<file path="src/rtl/piso_tx_32.sv">
// piso_tx_32: parallel-in, serial-out transmitter for WIDTH-bit words.
// A word is taken over a valid/ready handshake and shifted out one bit per
// bit_en tick, with ser_valid framing the word and tx_last marking its
// final bit. All state changes on the falling edge of clk.
// Optional feature macro: PISO_TX_BACKTOBACK_EN. When it is defined, a new
// word may be accepted on the edge that consumes the last bit, so words
// stream out with no idle gap. Without it, at least one IDLE cycle
// separates consecutive words.
module piso_tx_32 #(
    parameter int WIDTH     = 32,
    parameter bit MSB_FIRST = 1'b1
) (
    input  logic             clk,
    input  logic             n_reset,
    input  logic [WIDTH-1:0] Datain,
    input  logic             load_valid,
    output logic             load_ready,
    input  logic             bit_en,
    output logic             ser_out,
    output logic             ser_valid,
    output logic             tx_last,
    output logic [15:0]      word_cnt
);

    localparam int CW = $clog2(WIDTH);
    localparam logic [CW-1:0] CNT_FIRST = CW'(WIDTH - 1);

    typedef enum logic {
        IDLE  = 1'b0,
        SHIFT = 1'b1
    } state_t;

    state_t           state_q, state_d;
    logic [WIDTH-1:0] shift_q, shift_d;
    logic [CW-1:0]    cnt_q, cnt_d;
    logic [15:0]      word_cnt_q, word_cnt_d;

    logic             in_shift;
    logic             at_last;
    logic             head_bit;

    assign in_shift = (state_q == SHIFT);
    assign at_last  = (cnt_q == '0);
    // The bit on the line is always the one at the head end of the register.
    assign head_bit = MSB_FIRST ? shift_q[WIDTH-1] : shift_q[0];

    // Next-state logic: load in IDLE, shift on bit_en ticks in SHIFT.
    always_comb begin
        state_d    = state_q;
        shift_d    = shift_q;
        cnt_d      = cnt_q;
        word_cnt_d = word_cnt_q;
        case (state_q)
            IDLE: begin
                // bit_en is deliberately ignored here.
                if (load_valid) begin
                    shift_d = Datain;
                    cnt_d   = CNT_FIRST;
                    state_d = SHIFT;
                end
            end
            SHIFT: begin
                if (bit_en) begin
                    if (!at_last) begin
                        // Move the next bit into the head position.
                        if (MSB_FIRST) begin
                            shift_d = {shift_q[WIDTH-2:0], 1'b0};
                        end else begin
                            shift_d = {1'b0, shift_q[WIDTH-1:1]};
                        end
                        cnt_d = cnt_q - 1'b1;
                    end else begin
                        // Last bit consumed: the word counts as sent.
                        word_cnt_d = word_cnt_q + 16'd1;
`ifdef PISO_TX_BACKTOBACK_EN
                        if (load_valid) begin
                            // Chain the next word straight onto this one.
                            shift_d = Datain;
                            cnt_d   = CNT_FIRST;
                            state_d = SHIFT;
                        end else begin
                            state_d = IDLE;
                        end
`else
                        state_d = IDLE;
`endif
                    end
                end
            end
            default: begin
                state_d = IDLE;
            end
        endcase
    end

    // State registers, falling-edge, with synchronous active-low reset.
    always_ff @(negedge clk) begin
        if (!n_reset) begin
            state_q    <= IDLE;
            shift_q    <= '0;
            cnt_q      <= '0;
            word_cnt_q <= '0;
        end else begin
            state_q    <= state_d;
            shift_q    <= shift_d;
            cnt_q      <= cnt_d;
            word_cnt_q <= word_cnt_d;
        end
    end

    // Output decode: registered state gated by n_reset so all outputs are
    // quiet while reset is asserted.
    always_comb begin
        ser_valid = n_reset & in_shift;
        ser_out   = n_reset & in_shift & head_bit;
        tx_last   = n_reset & in_shift & at_last;
        word_cnt  = n_reset ? word_cnt_q : 16'd0;
`ifdef PISO_TX_BACKTOBACK_EN
        load_ready = n_reset & (~in_shift | (at_last & bit_en));
`else
        load_ready = n_reset & ~in_shift;
`endif
    end

endmodule

</file>
<file path="config.mk">
export PLATFORM = sky130hd
export DESIGN_NAME = piso_tx_32
export DESIGN_NICKNAME = d
export VERILOG_FILES = /design/src/rtl/piso_tx_32.sv
export SDC_FILE = /design/constraint.sdc
export NUM_CORES = 1
export LEC_CHECK = 0
export CAP_MARGIN = 10
export CORE_UTILIZATION = 67
export DETAILED_ROUTE_END_ITERATION = 8
export DONT_BUFFER_PORTS = 1
export PLACE_DENSITY = 0.87
export SLEW_MARGIN = 20
export SYNTH_ARGS = -nofsm -noshare
export SYNTH_HDL_FRONTEND = slang
export SYNTH_SLANG_ARGS = --single-unit
export TNS_END_PERCENT = 20
</file>
<file path="constraint.sdc">
create_clock -name clk -period 3.2 [get_ports clk]
set_input_delay 0.8 -clock clk [delete_from_list [all_inputs] [get_ports clk]]
set_output_delay 0.8 -clock clk [all_outputs]
set_load 0.005 [all_outputs]
</file>
==> results of run 1 <==
-- sequential cells by signal, summed over array words and instances, names as in the netlist --
| name | flops |
|---|---|
| in_shift | 1 |
| word_cnt_q | 16 |
| cnt_q | 5 |
| shift_q | 32 |
-- cell type report --
cell class	count	area, um^2
timing repair buffer	27	223
clock inverter	56	214
multi-input combinational	211	1600
fill	181	448
tap	48	60.1
inverter	4	15.0
clock buffer	5	68.8
sequential	54	1120
-- worst register-to-register path: cells and delay by family (launching register included) --
| family | cells | cell delay [ns] |
|---|---|---|
| buffers and inverters | 3 | 0.27 |
| adders and majority gates | 1 | 0.13 |
| DFF | 1 | 0.31 |
| and+or+nand+nor | 4 | 1.53 |
-- cell usage after synthesis, types with 3 or more instances --
master and count:
nor3_1 6, nor2_1 4, a21boi_0 4, nand3_1 8
clkbuf_1 16, o211a_1 33, o21ai_0 9, nor2b_1 4
nand4_1 4, inv_1 5, xor2_1 5, mux2i_1 31
nand2_1 46, or4b_1 4, dfxtp_1 54, nor3b_1 3
or3_1 3, and2_1 25
-- layout by cell type, fill, tap and decap left out, types with 2 or more instances in the layout --
cell type  instances
a21boi_1           2
nor2_1             4
clkbuf_8           5
buf_4             24
buf_6              2
or3_4              2
dfxtp_1           36
inv_2              2
or3_1              3
xor2_1             5
nand3_1            8
dfxtp_2           13
a21boi_0           2
and4_1             2
inv_1             56
o211a_1           33
or4b_1             4
mux2i_1           31
dfxtp_4            5
nor2b_1            3
xnor2_1            2
nand4_1            4
o21ai_0            9
nor3_1             5
nor3b_1            2
and2_4            17
nand2_1           46
and2_1             8
-- stage by stage --
step	setup WS, ns	utilization
global placement	-0.412	0.766
CTS	-0.677	0.875
global route	-0.726	0.880
floorplan	-0.393	-
finish	-0.660	0.880
detailed placement	-0.458	0.766
-- logic make-up (layout without fill, tap and decap cells) --
family                     Yosys count  in the layout  share of synthesized area
xor gates and xnor gates             7              7                     0.0228
AOI/OAI and AO/OA                   50             50                      0.161
DFF                                 54             54                      0.403
muxes                               33             33                      0.124
buffers and inverters               25             92                     0.0382
adders and majority gates            2              2                    0.00932
and+or+nand+nor                    119            119                      0.242
-- path summary, 6_finish.rpt --
kind | endpoint | cells past startpoint
hold / removal | word_cnt_q[9] | 2
setup / recovery | tx_last | 4
hold reg to reg | word_cnt_q[9] | 2
setup reg to reg | word_cnt_q[11] | 8
-- where the power goes --
part | internal, mW | switching [mW] | total [mW] | leakage, nW
registers | 0.725 | 0.0293 | 0.754 | 0.454
clock network | 0.237 | 0.411 | 0.649 | 0.328
logic | 0.126 | 0.116 | 0.242 | 1.05
-- routing by layer --
layer  GRT usage  vias to the layer above  share of wire
li1            -                     1161              -
met1       0.303                     1099           0.41
met2       0.497                       90           0.51
met3       0.128                       12          0.058
met4       0.174                        0          0.020
met5           0                        -              0
-- timing repair --
action | in CTS | in global routing
resized for setup | 44 | 6
setup buffers | 3 | 1
endpoints found under the setup margin | 24 | 25
pin swaps | 21 | 4
hold endpoints to repair | 0 | 0
gates cloned | 0 | 0
==> results.md, run 1 <==
- GRT Overall Usage: 0.296
- Setup TNS: -2.10 ns
- DRT Pass-1 Iters: 5
- Initial antenna violation count: 0
- DRT Wirelength: 5940 um
- Worst skew pair latency: between 0.3 and 0.4 ns
- Num CTS Buffers: 5
- Syn Inst Count: 290
- Unique masters post-synth: 38
- Global route overflow: 0
- Largest net degree at the start of global routing: 74
- Fraction of layout cells with a size suffix above 1: 0.230
- Crit Reg-Reg Startpoint: cnt_q[0]
- Htree depth: 2
- Top delay family on crit path: simple AND/OR/NAND/NOR gates
- CP max stage delay: 0.39 ns
- Vias/cell: 5.83
- Worst path required time: roughly 2.4 ns
- Hold Slack: just under 0.5 ns
- Clock Path Buffers: 2
- Post-DP HPWL: ~3600 um
- Slowest CP cell: or3b_4
- Starting density of the core: 0.717
- TritonCTS clock tree: done
- Cell count after placement: ~340
- Hold Path Class: reg -> reg
- Vias in the first global route: roughly 2300
- DP Area: 2870 um^2
- Layout area overhead: 22.7%
- Register area share after synthesis: 0.403
- Setup crit end kind: output port
- Ys async rst share: 0
- Share of the synthesized area in the top cell type: 0.403
- Slew Limit Fails: 0
- Core Region: 3740 um^2
- Cell Area, Synth: 2690 um^2
- Setup-failing EPs final: 24
- Worst path cell trace: inv_2 -> ha_4 -> or3b_4 -> nor3b_4
- HP Start: word_cnt_q[9]
- CP arrival: roughly 3 ns
- Worst-margin pin slew: 0.869 ns
- Ports: 56
- Fin area: about 3300 um^2
- CP Class: reg -> out
- Synth warn: 0
- DRT antenna net count: 0
- First-pass GRT wire length: 9690 um
- Hold Vio Cnt, Final: 0
- Worst Setup Slack, final: -0.660 ns
- CTS root buf: clkbuf_8
- RSZ-0062 raised after global routing: true
- Routed vias: 2362
- PwrDens: 499 nW/um^2
- Syn_nets: roughly 330
- Iter 0 DRT Violations: about 190
- Final net count: 395
- Die Span Y: between 60 and 70 um
- # hold bufs at CTS: 0
- Status: finished, violations left
- Buf/Inv on CP: 1
- Wire per inst: between 10 and 15 um
- Syn Area/Cell: slightly above 9 um^2
- Post-synth EDFFs: 0
- Worst Setup SP: cnt_q[0]
- Final std cells w/o fill: ~410
- Die width: around 65 um
- Failing checks: setup timing
- Total power: around 1.6 mW
- Post-route DRC: 0
- FF+latch count, synth: between 50 and 60
- GPL Wtd Cong: around 0.83
- CP Launch Type: flip-flop
- Leading area contributor after synthesis: dfxtp_1
- # rows: 22
- R2R setup slack: ~0.91 ns
- Maximum VDD drop: ~0.5 mV
- Number of I/O port buffers: 0
- LEAKAGE: approximately 1.8 nW
- Synth top area cells: dfxtp_1 (40%), o211a_1 (12%), mux2i_1 (12%)
- Worst-path fanout max: 2
- Clock skew: about 0.027 ns
- Die area: ~4300 um^2
- Number of max-cap violations: 0
- Clock sink count: 54
- Max-Slew Margin vs Limit: 0.412
- Ys flop type: dfxtp_1
- Diode count: 0
- Clock slew at reported path FFs: 0.04 ns
Note: power is estimated with default switching activity, not from simulation.
==> run 2, diff against run 1 <==
--- a/config.mk
+++ b/config.mk
@@ -6,5 +6,5 @@
 export NUM_CORES = 1
 export LEC_CHECK = 0
-export CAP_MARGIN = 10
+export CAP_MARGIN = 20
 export CORE_UTILIZATION = 67
 export DETAILED_ROUTE_END_ITERATION = 8
==> constraint.sdc (replaced) <==
create_clock -name clk -period 3.2 [get_ports clk]
set_input_delay 0.64 -clock clk [delete_from_list [all_inputs] [get_ports clk]]
set_output_delay 0.64 -clock clk [all_outputs]
set_load 0.005 [all_outputs]
==> results.md, run 2 (synthesis gave the netlist of run 1 again) <==
- Status: finished, violations left
- Failing checks: setup timing
- CP arrival: ~3.0 ns
- Hold Path Stages: 1
- Max reg flops: 32
- Worst Setup SP: cnt_q[1]
- Clock slew at reported path FFs: approximately 0.04 ns
- Die Span Y: ~65 um
- Slew Limit Fails: 0
- Setup-failing EPs final: 1
- Core Region: roughly 3700 um^2
- GR Util met2: 0.469
- Iter 0 DRT Violations: 166
- LEAKAGE: 1.75 nW
- Layout area overhead: 17.4%
- PwrDens: between 500 and 600 nW/um^2
- CP Launch Type: flip-flop
- Crit Reg-Reg Startpoint: cnt_q[1]
- Worst path cell trace: inv_2 -> ha_4 -> or3b_4 -> nor3b_2
- Worst path required time: about 2.6 ns
- Num CTS Buffers: 5
- Worst r2r dst: word_cnt_q[11]
- # rows: 22
- Fill count: ~230
- DRT Wirelength: between 5000 and 6000 um
- R2R setup slack: 0.98 ns
- TritonCTS clock tree: done
- Vias in the first global route: around 2300
- Most Crowded Layer GR: met2
- Clock skew: 0.0229 ns
- Clock sink count: 54
- Vias/cell: approximately 5.8
- GRT met1 Usage: 0.276
- DRT antenna net count: 0
- Number of I/O port buffers: 0
- Initial antenna violation count: 0
- Hold Slack: between 0.4 and 0.5 ns
- Diode count: 0
- Ports: between 50 and 60
- Htree depth: 2
- Switching share of power: 0.337
- Internal: ~1.1 mW
- Cell count after placement: roughly 330
- RSZ-0062 raised after global routing: true
- Die area: 4260 um^2
- GRT Overall Usage: 0.277
- DRT Pass-1 Iters: 4
- CP Class: reg -> out
- Sequential share of power: 0.463
- Largest net degree at the start of global routing: 74
- Fraction of layout cells with a size suffix above 1: 0.150
- Worst Reg-to-Reg Cells: 7
- Largest registers: shift_q (32), word_cnt_q (16), cnt_q (5)
- Final net count: 384
- Most common cell after layout, fill and taps aside: inv_1
- Biggest register: shift_q
- Hold Path Class: reg -> reg
- Global route overflow: 0
- WP depth: 4
- Post-route DRC: 0
- CTS root buf: clkbuf_8
- Worst Setup EP: tx_last
- Starting density of the core: 0.717
- First-pass GRT wire length: approximately 9100 um
- Top delay family on crit path: simple AND/OR/NAND/NOR gates
- Hold Vio Cnt, Final: 0
- Clock Path Buffers: 2
- CP max stage delay: between 0.3 and 0.4 ns
- Setup crit end kind: output port
- Total power: 1.63 mW
- P_sw: between 500 and 600 uW
- Routed vias: roughly 2300
- Max-Slew Margin vs Limit: 0.438
- Worst skew pair latency: between 0.3 and 0.4 ns
- Most frequent cells in the layout: inv_1 (56), nand2_1 (46), dfxtp_1 (41), o211a_1 (33), mux2i_1 (31)
- Global routing usage on met3: 0.116
- Worst Setup Slack, final: -0.482 ns
- Worst-path fanout max: 2
- Buf/Inv on CP: 1
- Comb pwr share: 0.137
- Clock power share: 0.399
- Slowest CP cell: or3b_4
- Post-DP HPWL: 3440 um
- Die width: about 65 um
- Final std cells w/o fill: slightly below 400
- GPL Wtd Cong: just over 0.8
- Maximum VDD drop: a little under 0.4 mV
- Worst-margin pin slew: 0.831 ns
- Wire per inst: around 14 um
- Number of max-cap violations: 0
run 2: worst reg2reg max path: stages, from the launching register on:
cell and delay (ns):
dfxtp_2 0.31, inv_2 0.06, ha_4 0.13, buf_4 0.12, or4b_4 0.55, or3_4 0.45, or4b_1 0.48, nand2_1 0.08
run 2: worst min-delay path by stage:
stage                        endpoint        start
final                     shift_q[28]  shift_q[28]
after global routing       shift_q[5]   shift_q[5]
after CTS                 shift_q[24]  shift_q[24]
after detailed placement  shift_q[31]  shift_q[31]
after global placement    shift_q[31]  shift_q[31]
after floorplan           shift_q[31]  shift_q[31]
run 2: power groups by stage:
stage | combinational [mW] | sequential, mW | clock [mW]
after CTS | 0.222 | 0.759 | 0.673
after floorplan | 0.175 | 0.761 | 0.104
after global placement | 0.204 | 0.765 | 0.104
after global routing | 0.245 | 0.761 | 0.737
final | 0.224 | 0.758 | 0.653
after detailed placement | 0.211 | 0.769 | 0.104
run 2: metal layers:
metal  routed length [um]  vias up
met5                    0        -
li1                     -     1146
met3                  298       15
met4                  131        0
met2                 2800       56
met1                 2350     1056
run 2: what timing repair did:
| action | CTS | global route |
|---|---|---|
| endpoints found under the setup margin | 7 | 13 |
| pin swaps | 2 | 3 |
| buffers inserted | 2 | 0 |
| gates resized for setup | 14 | 10 |
| hold buffers | 0 | 0 |
run 2: through the flow:
step / util / setup TNS (ns) / setup slack (ns) / instance area (um^2)
after floorplan: - / -5.51 / -0.233 / 2700
after global placement: 0.748 / -2.03 / -0.262 / 2800
after detailed placement: 0.748 / -2.45 / -0.300 / 2800
after CTS: 0.837 / -0.508 / -0.508 / 3130
after global routing: 0.842 / -0.540 / -0.539 / 3150
final: 0.842 / -0.482 / -0.482 / 3150
run 2: area by class of cell:
type | instances | area, um^2 | share of cell area
tap | 48 | 60.1 | 0.0191
inverter | 4 | 15.0 | 0.00476
multi-input combinational | 211 | 1550 | 0.492
clock buffer | 5 | 68.8 | 0.0218
clock inverter | 57 | 220 | 0.0699
sequential | 54 | 1100 | 0.351
timing repair buffer | 16 | 133 | 0.0421
